===== src/rtl/mc_control_fsm_if.sv =====
// Control/handshake bundle between the multicycle control FSM (master)
// and the 16-bit MIPS datapath plus unified memory (slave).
interface mc_control_fsm_if;
    logic [3:0] Opcode;
    logic       Zero;
    logic       Mem_Ready;
    logic       Mem_Req;
    logic       Mem_Write;
    logic       IorD;
    logic       IR_Write;
    logic       PC_Write;
    logic [1:0] PCSrc;
    logic       ALUSrcA;
    logic [1:0] ALUSrcB;
    logic [2:0] ALUOp;
    logic       SignExtend_En;
    logic       RegWrite;
    logic       RegDst;
    logic       MemToReg;
    logic       Illegal;
    logic       Bus_Error;
    logic       Halted;

    modport master (
        input  Opcode, Zero, Mem_Ready,
        output Mem_Req, Mem_Write, IorD, IR_Write, PC_Write, PCSrc, ALUSrcA,
               ALUSrcB, ALUOp, SignExtend_En, RegWrite, RegDst, MemToReg,
               Illegal, Bus_Error, Halted
    );

    modport slave (
        output Opcode, Zero, Mem_Ready,
        input  Mem_Req, Mem_Write, IorD, IR_Write, PC_Write, PCSrc, ALUSrcA,
               ALUSrcB, ALUOp, SignExtend_En, RegWrite, RegDst, MemToReg,
               Illegal, Bus_Error, Halted
    );
endinterface


===== src/rtl/mc_control_fsm.sv =====
// Multicycle control unit for the 16-bit MIPS datapath: sequences
// fetch/decode/execute/memory/writeback and guards memory with a watchdog.
module mc_control_fsm #(
    parameter int unsigned MEM_TIMEOUT = 15
) (
    input  logic              Clk,
    input  logic              Reset,
    mc_control_fsm_if.master  bus
);
    localparam logic [3:0] S_FETCH  = 4'd0;
    localparam logic [3:0] S_DECODE = 4'd1;
    localparam logic [3:0] S_EXEC   = 4'd2;
    localparam logic [3:0] S_WB_ALU = 4'd3;
    localparam logic [3:0] S_ADDR   = 4'd4;
    localparam logic [3:0] S_MEM_RD = 4'd5;
    localparam logic [3:0] S_WB_MEM = 4'd6;
    localparam logic [3:0] S_MEM_WR = 4'd7;
    localparam logic [3:0] S_BRANCH = 4'd8;
    localparam logic [3:0] S_JUMP   = 4'd9;
    localparam logic [3:0] S_HALT   = 4'd10;

    localparam logic [3:0] OP_ADDI = 4'b0100;
    localparam logic [3:0] OP_LW   = 4'b0101;
    localparam logic [3:0] OP_SW   = 4'b0110;
    localparam logic [3:0] OP_BEQ  = 4'b0111;
    localparam logic [3:0] OP_J    = 4'b1000;
    localparam logic [3:0] OP_HALT = 4'b1111;

    localparam logic [7:0] TIMEOUT_C = 8'(MEM_TIMEOUT);

    logic [3:0] r_state;
    logic [7:0] r_wd_cnt;
    logic       r_bus_error;

    logic [3:0] w_state_next;
    logic       w_mem_state;
    logic       w_timeout;
    logic [7:0] w_wd_inc;

    logic       w_mem_req, w_mem_write, w_iord, w_ir_write, w_pc_write;
    logic [1:0] w_pcsrc, w_alusrcb;
    logic       w_alusrca, w_sext, w_regwrite, w_regdst, w_memtoreg;
    logic       w_illegal, w_halted;
    logic [2:0] w_aluop;

    // A timeout fires on the unready cycle whose count would reach the limit;
    // Mem_Ready in that same cycle takes precedence.
    assign w_mem_state = (r_state == S_FETCH) || (r_state == S_MEM_RD) || (r_state == S_MEM_WR);
    assign w_wd_inc    = r_wd_cnt + 8'd1;
    assign w_timeout   = w_mem_state && !bus.Mem_Ready && (w_wd_inc >= TIMEOUT_C);

    // Next-state selection
    always_comb begin
        w_state_next = r_state;
        case (r_state)
            S_FETCH: begin
                if (bus.Mem_Ready)  w_state_next = S_DECODE;
                else if (w_timeout) w_state_next = S_HALT;
                else                w_state_next = S_FETCH;
            end
            S_DECODE: begin
                case (bus.Opcode)
                    4'b0000, 4'b0001, 4'b0010, 4'b0011, OP_ADDI: w_state_next = S_EXEC;
                    OP_LW, OP_SW: w_state_next = S_ADDR;
                    OP_BEQ:       w_state_next = S_BRANCH;
                    OP_J:         w_state_next = S_JUMP;
                    OP_HALT:      w_state_next = S_HALT;
                    default:      w_state_next = S_FETCH;
                endcase
            end
            S_EXEC:   w_state_next = S_WB_ALU;
            S_WB_ALU: w_state_next = S_FETCH;
            S_ADDR:   w_state_next = (bus.Opcode == OP_LW) ? S_MEM_RD : S_MEM_WR;
            S_MEM_RD: begin
                if (bus.Mem_Ready)  w_state_next = S_WB_MEM;
                else if (w_timeout) w_state_next = S_HALT;
                else                w_state_next = S_MEM_RD;
            end
            S_WB_MEM: w_state_next = S_FETCH;
            S_MEM_WR: begin
                if (bus.Mem_Ready)  w_state_next = S_FETCH;
                else if (w_timeout) w_state_next = S_HALT;
                else                w_state_next = S_MEM_WR;
            end
            S_BRANCH: w_state_next = S_FETCH;
            S_JUMP:   w_state_next = S_FETCH;
            S_HALT:   w_state_next = S_HALT;
            default:  w_state_next = S_FETCH;
        endcase
    end

    // State, watchdog counter and sticky bus error
    always_ff @(posedge Clk) begin
        if (Reset) begin
            r_state     <= S_FETCH;
            r_wd_cnt    <= 8'd0;
            r_bus_error <= 1'b0;
        end else begin
            r_state <= w_state_next;
            if (w_timeout) r_bus_error <= 1'b1;
            else           r_bus_error <= r_bus_error;
            if (w_mem_state && !bus.Mem_Ready && (w_state_next == r_state))
                r_wd_cnt <= w_wd_inc;
            else
                r_wd_cnt <= 8'd0;
        end
    end

    // Control decode; everything is low during Reset
    always_comb begin
        w_mem_req = 1'b0; w_mem_write = 1'b0; w_iord = 1'b0;
        w_ir_write = 1'b0; w_pc_write = 1'b0; w_pcsrc = 2'b00;
        w_alusrca = 1'b0; w_alusrcb = 2'b00; w_aluop = 3'b000;
        w_sext = 1'b0; w_regwrite = 1'b0; w_regdst = 1'b0;
        w_memtoreg = 1'b0; w_illegal = 1'b0; w_halted = 1'b0;
        if (!Reset) begin
            case (r_state)
                S_FETCH: begin
                    w_mem_req = 1'b1;
                    if (bus.Mem_Ready) begin
                        w_ir_write = 1'b1;
                        w_pc_write = 1'b1;
                        w_alusrcb  = 2'b01;
                    end else begin
                        w_ir_write = 1'b0;
                    end
                end
                S_DECODE: begin
                    w_alusrcb = 2'b10;
                    w_sext    = 1'b1;
                    if (bus.Opcode > OP_J && bus.Opcode != OP_HALT) w_illegal = 1'b1;
                    else                                             w_illegal = 1'b0;
                end
                S_EXEC: begin
                    w_alusrca = 1'b1;
                    if (bus.Opcode == OP_ADDI) begin
                        w_alusrcb = 2'b10;
                        w_sext    = 1'b1;
                    end else begin
                        w_aluop = bus.Opcode[2:0];
                    end
                end
                S_WB_ALU: begin
                    w_regwrite = 1'b1;
                    w_regdst   = (bus.Opcode != OP_ADDI);
                end
                S_ADDR: begin
                    w_alusrca = 1'b1;
                    w_alusrcb = 2'b10;
                    w_sext    = 1'b1;
                end
                S_MEM_RD: begin
                    w_mem_req = 1'b1;
                    w_iord    = 1'b1;
                end
                S_WB_MEM: begin
                    w_regwrite = 1'b1;
                    w_memtoreg = 1'b1;
                end
                S_MEM_WR: begin
                    w_mem_req   = 1'b1;
                    w_mem_write = 1'b1;
                    w_iord      = 1'b1;
                end
                S_BRANCH: begin
                    w_alusrca  = 1'b1;
                    w_aluop    = 3'b001;
                    w_pcsrc    = 2'b01;
                    w_pc_write = bus.Zero;
                end
                S_JUMP: begin
                    w_pcsrc    = 2'b10;
                    w_pc_write = 1'b1;
                end
                S_HALT:  w_halted = 1'b1;
                default: w_halted = 1'b0;
            endcase
        end else begin
            w_mem_req = 1'b0;
        end
    end

    assign bus.Mem_Req       = w_mem_req;
    assign bus.Mem_Write     = w_mem_write;
    assign bus.IorD          = w_iord;
    assign bus.IR_Write      = w_ir_write;
    assign bus.PC_Write      = w_pc_write;
    assign bus.PCSrc         = w_pcsrc;
    assign bus.ALUSrcA       = w_alusrca;
    assign bus.ALUSrcB       = w_alusrcb;
    assign bus.ALUOp         = w_aluop;
    assign bus.SignExtend_En = w_sext;
    assign bus.RegWrite      = w_regwrite;
    assign bus.RegDst        = w_regdst;
    assign bus.MemToReg      = w_memtoreg;
    assign bus.Illegal       = w_illegal;
    assign bus.Bus_Error     = r_bus_error & ~Reset;
    assign bus.Halted        = w_halted;
endmodule


===== src/flat_wrapper.sv =====
// flat-port wrapper written by rule: the top's interface ports become plain ports
module mc_control_fsm_flat 
#(
    parameter int unsigned MEM_TIMEOUT = 15
)
  (Clk, Reset, bus_Opcode, bus_Zero, bus_Mem_Ready, bus_Mem_Req, bus_Mem_Write, bus_IorD, bus_IR_Write, bus_PC_Write, bus_PCSrc, bus_ALUSrcA, bus_ALUSrcB, bus_ALUOp, bus_SignExtend_En, bus_RegWrite, bus_RegDst, bus_MemToReg, bus_Illegal, bus_Bus_Error, bus_Halted);
  mc_control_fsm_if bus_i ();
  input  logic Clk;
  input  logic Reset;
  input wire logic [$bits(bus_i.Opcode)-1:0] bus_Opcode;
  input wire logic [$bits(bus_i.Zero)-1:0] bus_Zero;
  input wire logic [$bits(bus_i.Mem_Ready)-1:0] bus_Mem_Ready;
  output wire logic [$bits(bus_i.Mem_Req)-1:0] bus_Mem_Req;
  output wire logic [$bits(bus_i.Mem_Write)-1:0] bus_Mem_Write;
  output wire logic [$bits(bus_i.IorD)-1:0] bus_IorD;
  output wire logic [$bits(bus_i.IR_Write)-1:0] bus_IR_Write;
  output wire logic [$bits(bus_i.PC_Write)-1:0] bus_PC_Write;
  output wire logic [$bits(bus_i.PCSrc)-1:0] bus_PCSrc;
  output wire logic [$bits(bus_i.ALUSrcA)-1:0] bus_ALUSrcA;
  output wire logic [$bits(bus_i.ALUSrcB)-1:0] bus_ALUSrcB;
  output wire logic [$bits(bus_i.ALUOp)-1:0] bus_ALUOp;
  output wire logic [$bits(bus_i.SignExtend_En)-1:0] bus_SignExtend_En;
  output wire logic [$bits(bus_i.RegWrite)-1:0] bus_RegWrite;
  output wire logic [$bits(bus_i.RegDst)-1:0] bus_RegDst;
  output wire logic [$bits(bus_i.MemToReg)-1:0] bus_MemToReg;
  output wire logic [$bits(bus_i.Illegal)-1:0] bus_Illegal;
  output wire logic [$bits(bus_i.Bus_Error)-1:0] bus_Bus_Error;
  output wire logic [$bits(bus_i.Halted)-1:0] bus_Halted;
  assign bus_i.Opcode = bus_Opcode;
  assign bus_i.Zero = bus_Zero;
  assign bus_i.Mem_Ready = bus_Mem_Ready;
  assign bus_Mem_Req = bus_i.Mem_Req;
  assign bus_Mem_Write = bus_i.Mem_Write;
  assign bus_IorD = bus_i.IorD;
  assign bus_IR_Write = bus_i.IR_Write;
  assign bus_PC_Write = bus_i.PC_Write;
  assign bus_PCSrc = bus_i.PCSrc;
  assign bus_ALUSrcA = bus_i.ALUSrcA;
  assign bus_ALUSrcB = bus_i.ALUSrcB;
  assign bus_ALUOp = bus_i.ALUOp;
  assign bus_SignExtend_En = bus_i.SignExtend_En;
  assign bus_RegWrite = bus_i.RegWrite;
  assign bus_RegDst = bus_i.RegDst;
  assign bus_MemToReg = bus_i.MemToReg;
  assign bus_Illegal = bus_i.Illegal;
  assign bus_Bus_Error = bus_i.Bus_Error;
  assign bus_Halted = bus_i.Halted;
  mc_control_fsm #(.MEM_TIMEOUT(MEM_TIMEOUT)) u_core (.Clk(Clk), .Reset(Reset), .bus(bus_i));
endmodule

===== config.mk =====
export PLATFORM = sky130hd
export DESIGN_NAME = mc_control_fsm_flat
export DESIGN_NICKNAME = d
export VERILOG_FILES = /design/src/rtl/mc_control_fsm_if.sv /design/src/rtl/mc_control_fsm.sv /design/src/flat_wrapper.sv
export SDC_FILE = /design/constraint.sdc
export NUM_CORES = 1
export LEC_CHECK = 0
export CORE_MARGIN = 2
export CORE_UTILIZATION = 43
export DETAILED_ROUTE_END_ITERATION = 10
export PLACE_DENSITY = 0.75
export SYNTH_ARGS = -nofsm -noshare
export SYNTH_HDL_FRONTEND = slang
export SYNTH_SLANG_ARGS = --single-unit
export TNS_END_PERCENT = 100

===== constraint.sdc =====
create_clock -name Clk -period 1.55 [get_ports Clk]
set_input_delay 0.155 -clock Clk [delete_from_list [all_inputs] [get_ports Clk]]
set_output_delay 0.155 -clock Clk [all_outputs]
set_load 0.03 [all_outputs]

Word level (Yosys, flattened, before mapping)

Memory sizes are Yosys's and may differ from the RTL's.
Cells that the tools add are included.

$add $sub $neg: 1
Order comparisons: 2
Equal/unequal tests: 15
Mux-type cells: 44
Bitwise gates (word level): 3
Reduce and logical (&&, ||, !) cells: 14

Operators with widths:

| cell                                                 | count |
|---|---|
| case mux 4 bit (7 select lines)                      | 1 |
| two-way mux 1 bit                                    | 26 |
| equality test 4 x 3 -> 1 bit, second input constant  | 6 |
| two-way mux 4 bit                                    | 6 |
| equality test 4 bit, second input constant           | 3 |
| adder 8 x 1 -> 8 bit, second input constant          | 1 |
| equality test 4 x 2 -> 1 bit, second input constant  | 2 |
| >= comparator 8 x 4 -> 1 bit, second input constant  | 1 |
| two-way mux 2 bit                                    | 4 |
| OR reduction 2 bit                                   | 4 |
| two-way mux 3 bit                                    | 2 |
| case mux 2 bit (3 select lines)                      | 1 |
| case mux 3 bit (2 select lines)                      | 1 |
| OR reduction 3 bit                                   | 2 |
| equality test 4 x 1 -> 1 bit, second input constant  | 1 |
| equality test 4 bit                                  | 1 |
| greater-than comparator 4 bit, second input constant | 1 |
| logical AND 1 bit                                    | 4 |
| zero test 4 bit                                      | 1 |
| != test 4 x 3 -> 1 bit, second input constant        | 1 |
| != test 4 bit, second input constant                 | 1 |
| case mux 2 bit (2 select lines)                      | 1 |
| case mux 1 bit (3 select lines)                      | 1 |
| logical OR 1 bit                                     | 2 |
| other kinds (4)                                      | 5 |

Bits in registers: 13
Memory bits (read-only): 64
Bits of input ports: 8
Memories kept: 1

Memory list:

| name             | words | bits a word | rd ports | clocked after memory_dff | write ports | RTL line             | source |
|---|---|---|---|---|---|---|---|
| (name not given) | 16    | 4           | 1        | 0                        | 0           | mc_control_fsm.sv:62 | `case (bus.Opcode)` |

Longest topological paths before layout

Depth after elaboration: 12
Gate-level depth with buffers: 7

Worst setup path after synthesis

OpenSTA, ideal clock, no wires.

Kind: reg-to-output
Start: register u_core.r_state[3]
End: output port bus_Illegal
Data arrival time: 1.851 ns
Required time: 1.395 ns
Slack: -0.456 ns
Cell stages (with the launch flop): 5
Path through: dfxtp_1 > or2_1 > buf_6 > nor2_1 > nor4b_1

Cells in the longest elaborated chain, start to end: 3

RTL lines:

| element                      | RTL line              | source |
|---|---|---|
| start, declared              | mc_control_fsm.sv:31  | `logic [3:0] r_state;` |
| start signal, assigned       | mc_control_fsm.sv:99  | `r_state <= w_state_next;` |
| equality test 4 x 1 -> 1 bit | mc_control_fsm.sv:117 | `case (r_state)` |
| two-way mux 1 bit            | mc_control_fsm.sv:117 |  |
| two-way mux 1 bit            | mc_control_fsm.sv:116 | `if (!Reset) begin` |
| end, declared                | flat_wrapper.sv:26    | `output wire logic [$bits(bus_i.Illegal)-1:0] bus_Illegal;` |

No other way between the ends.

Worst setup path after layout

Start: input port bus_Opcode[2]
End: output port bus_SignExtend_En

Cells in the longest elaborated chain, start to end: 4

RTL lines:

| element                         | RTL line              | source |
|---|---|---|
| start, declared                 | flat_wrapper.sv:10    | `input wire logic [$bits(bus_i.Opcode)-1:0] bus_Opcode;` |
| equality test 4 x 3 -> 1 bit    | mc_control_fsm.sv:136 | `if (bus.Opcode == OP_ADDI) begin` |
| two-way mux 1 bit               | mc_control_fsm.sv:136 |  |
| case mux 1 bit (2 select lines) | mc_control_fsm.sv:117 |  |
| two-way mux 1 bit               | mc_control_fsm.sv:116 |  |
| end, declared                   | flat_wrapper.sv:22    | `output wire logic [$bits(bus_i.SignExtend_En)-1:0] bus_SignExtend_En;` |

No other way between the ends.

==> results <==
-- worst max-delay path: stages --
cell	delay (ps)
clkdlybuf4s50_1	550
nor2b_4	220
nand3_2	100
a21oi_2	150
a21oi_2	60
nor2_1	110
buf_4	170
-- metrics by stage --
step / hold slack [ps] / setup TNS [ps] / cell area (um2)
4_1_cts: 327 / -847 / 1600
2_1_floorplan: 344 / -550 / 1080
6_report: 328 / -591 / 1830
3_3_place_gp: 534 / -2320 / 1490
5_1_grt: 348 / -1500 / 1830
3_5_place_dp: 550 / -2750 / 1490
-- repair_timing --
action	in CTS	in global routing
gates cloned	0	0
resized for setup	26	47
buffers inserted	3	5
hold buffers	0	0
pin swaps	5	17
setup endpoints to repair	23	26
-- final cells by class --
class | count | area share (%)
Timing Repair Buffer | 63 | 30.6
Multi-Input combinational cell | 115 | 50.0
Clock buffer | 4 | 1.44
Sequential cell | 13 | 14.9
Inverter | 6 | 1.23
Tap cell | 28 | 1.92
-- state kept, by name, indices dropped and copies added, names as in the netlist --
name                count
u_core.r_wd_cnt         8
u_core.r_bus_error      1
u_core.r_state          4
-- routing by layer --
metal | share of wire, % | vias to the layer above
li1 | - | 600
met1 | 44 | 604
met2 | 47 | 54
met3 | 6.8 | 7
met4 | 1.6 | 0
met5 | 0 | -
-- synth_stat cells (2+ instances only) --
| library cell | count | area (um2) |
|---|---|---|
| nand2_1 | 13 | 48.8 |
| nor3_1 | 8 | 40.0 |
| buf_6 | 3 | 33.8 |
| a21oi_1 | 9 | 45.0 |
| dfxtp_1 | 13 | 260 |
| ha_1 | 5 | 62.6 |
| nand3b_1 | 2 | 15.0 |
| nor2b_1 | 3 | 18.8 |
| nand3_1 | 4 | 20.0 |
| xnor2_1 | 4 | 35.0 |
| and3_1 | 5 | 31.3 |
| inv_1 | 6 | 22.5 |
| clkbuf_1 | 2 | 7.51 |
| o21ai_0 | 3 | 15.0 |
| nand2b_1 | 4 | 25.0 |
| nor2_1 | 22 | 82.6 |
| and2_1 | 2 | 12.5 |
| o31a_1 | 2 | 17.5 |
-- worst max path at each step --
stage | start | endpoint | slack, ps | cells after the start
final | bus_Opcode[2] | bus_SignExtend_En | -110 | 7
after global routing | u_core.r_state[3]$_SDFF_PP0_ | bus_Illegal | -170 | 5
after CTS | u_core.r_state[3]$_SDFF_PP0_ | bus_ALUOp[1] | -130 | 6
after detailed placement | Reset | bus_PC_Write | -510 | 6
after global placement | Reset | bus_PC_Write | -490 | 6
after floorplan | u_core.r_state[3]$_SDFF_PP0_ | bus_ALUOp[1] | -170 | 5
-- power by group --
part | total (mW) | internal (mW) | switching [mW]
logic | 0.848 | 0.407 | 0.442
registers | 0.387 | 0.365 | 0.0217
clock network | 0.213 | 0.100 | 0.113
-- kinds of logic (layout without fill, tap and decap cells) --
family                     count (synthesis)  after routing
AOI/OAI and AO/OA                         28             28
xor gates and xnor gates                   5              5
adders and majority gates                  5              5
buffers and inverters                     14             73
DFF                                       13             13
other                                      1              4
and+or+nand+nor                           73             73
==> flow_metrics.py <==
metrics = {
    "layout": {
        "utilization_pct": 81.7,
        "layout_commonest_cell": "buf_4",
        "drive_gt1_share_pct": 54.2,
        "nets": 215,
        "fin_cells": 229,
        "diodes": 0,
        "syn_to_final_growth_pct": 76.4,
        "ff_latch_area_um2": 272,
        "num-fill-cells": 131,
        "final_cell_mix": "buf_4 (40), nor2_1 (19), buf_6 (15)",
        "multi_input_area_um2": 912,
    },
    "hold_path": {
        "hp-start": "Reset",
        "worstHoldPathCells": 3,
        "hold_end": "u_core.r_state[2]$_SDFF_PP0_",
        "hold_path.class": "in2reg",
    },
    "global_route": {
        "grt-busiest-layer": "met2",
        "grt_pass1_vias": 1116,
        "grtUsageMet1_pct": 32.5,
        "grt_first_pass_wirelength_um": 4890,
        "grtUsageMet2_pct": 37.1,
        "grt_use_met3_pct": 5.08,
        "grt_overflow": 0,
        "grt_use_total_pct": 23.3,
        "grt_max_degree": 12,
        "antenna_found_initial": 0,
    },
    "yosys": {
        "synth-simple-area-share_pct": 37.0,
        "yosysSeqAreaShare_pct": 25.2,
        "synthAdderAreaFrac_pct": 6.05,
        "syn_inst": 139,
        "async_reset_ff_share_pct": 0,
        "synthFlopType": "dfxtp_1",
        "netlist-cell-type-count": 47,
        "ys_ff_latch": 13,
        "synth_top_family_by_area": "simple AND/OR/NAND/NOR gates",
        "yosysWarnings": 0,
        "synth-compound-area-share_pct": 19.7,
        "avgSynthCellArea_um2": 7.44,
        "synth-xor-area-share_pct": 4.23,
        "synthMuxAreaShare_pct": 0,
        "synth_area_mm2": 0.00103,
        "synth_edf_count": 0,
    },
    "setup_path": {
        "r2r_start": "u_core.r_wd_cnt[0]$_SDFF_PP0_",
        "critical_path_class": "in2out",
        "regToRegSetupSlack_ps": -10,
        "ff2ff_path_depth": 7,
        "critPathMaxFanout": 4,
        "cp-start-kind": "input port",
        "reg2reg_to": "u_core.r_wd_cnt[2]$_SDFF_PP0_",
        "critical_path_arrival_ps": 1500,
        "required_ps": 1390,
        "cp-end-kind": "output pin",
    },
    "power": {
        "vdd_drop_max_mv": 0.593,
        "fin_total_pwr_mw": 1.45,
        "cellLeakagePower_nw": 0.801,
        "power_density_mw_per_mm2": 793,
    },
    "placement": {
        "pre_cts_slack_ps": -511,
        "placed_cells": 217,
        "hpwlAfterDp_um": 2030,
        "gp_congestion": 0.827,
        "port_buffers": 27,
    },
    "clock_tree": {
        "htreeDepth": 1,
        "cts.path.max_buffers": 2,
        "cts_tree": "done",
        "cts.clk_slew.worst_paths_ps": 70,
        "cts_sinks": 13,
        "cts_made_buffers": 3,
        "root_buffer": "clkbuf_4",
        "clock_latency_ps": 280,
    },
    "status": {
        "violations": "setup timing",
        "status": "finished with violations",
    },
    "sta": {
        "setup_viol": 11,
        "finalCritPeriodShare_pct": 107,
        "fmaxAchievable_mhz": 603,
        "rsz0062_at_grt": "true",
        "period_minus_slack_ps": 1660,
        "fin_ws_ps": -110,
        "fin_skew_ps": 10.8,
        "finalHoldViolCount": 0,
        "slew_violations": 0,
    },
    "die": {
        "dieArea_mm2": 0.00281,
        "placement_rows": 17,
        "fp.dieW_um": 53.1,
        "start_util_pct": 46.3,
        "dieHeight_um": 53.1,
        "coreArea_mm2": 0.00223,
        "ios": 28,
    },
    "run": {
        "max-cap-violations": 0,
    },
    "route": {
        "drt-initial-drc-count": 39,
        "drc": 0,
        "vias_per_cell": 5.52,
        "wirelength_um": 3480,
        "firstDrtPassIters": 4,
        "wl_per_cell_um": 15.2,
        "vias": 1265,
        "antenna_left": 0,
    },
}
Power figures use the tool's default switching activity.
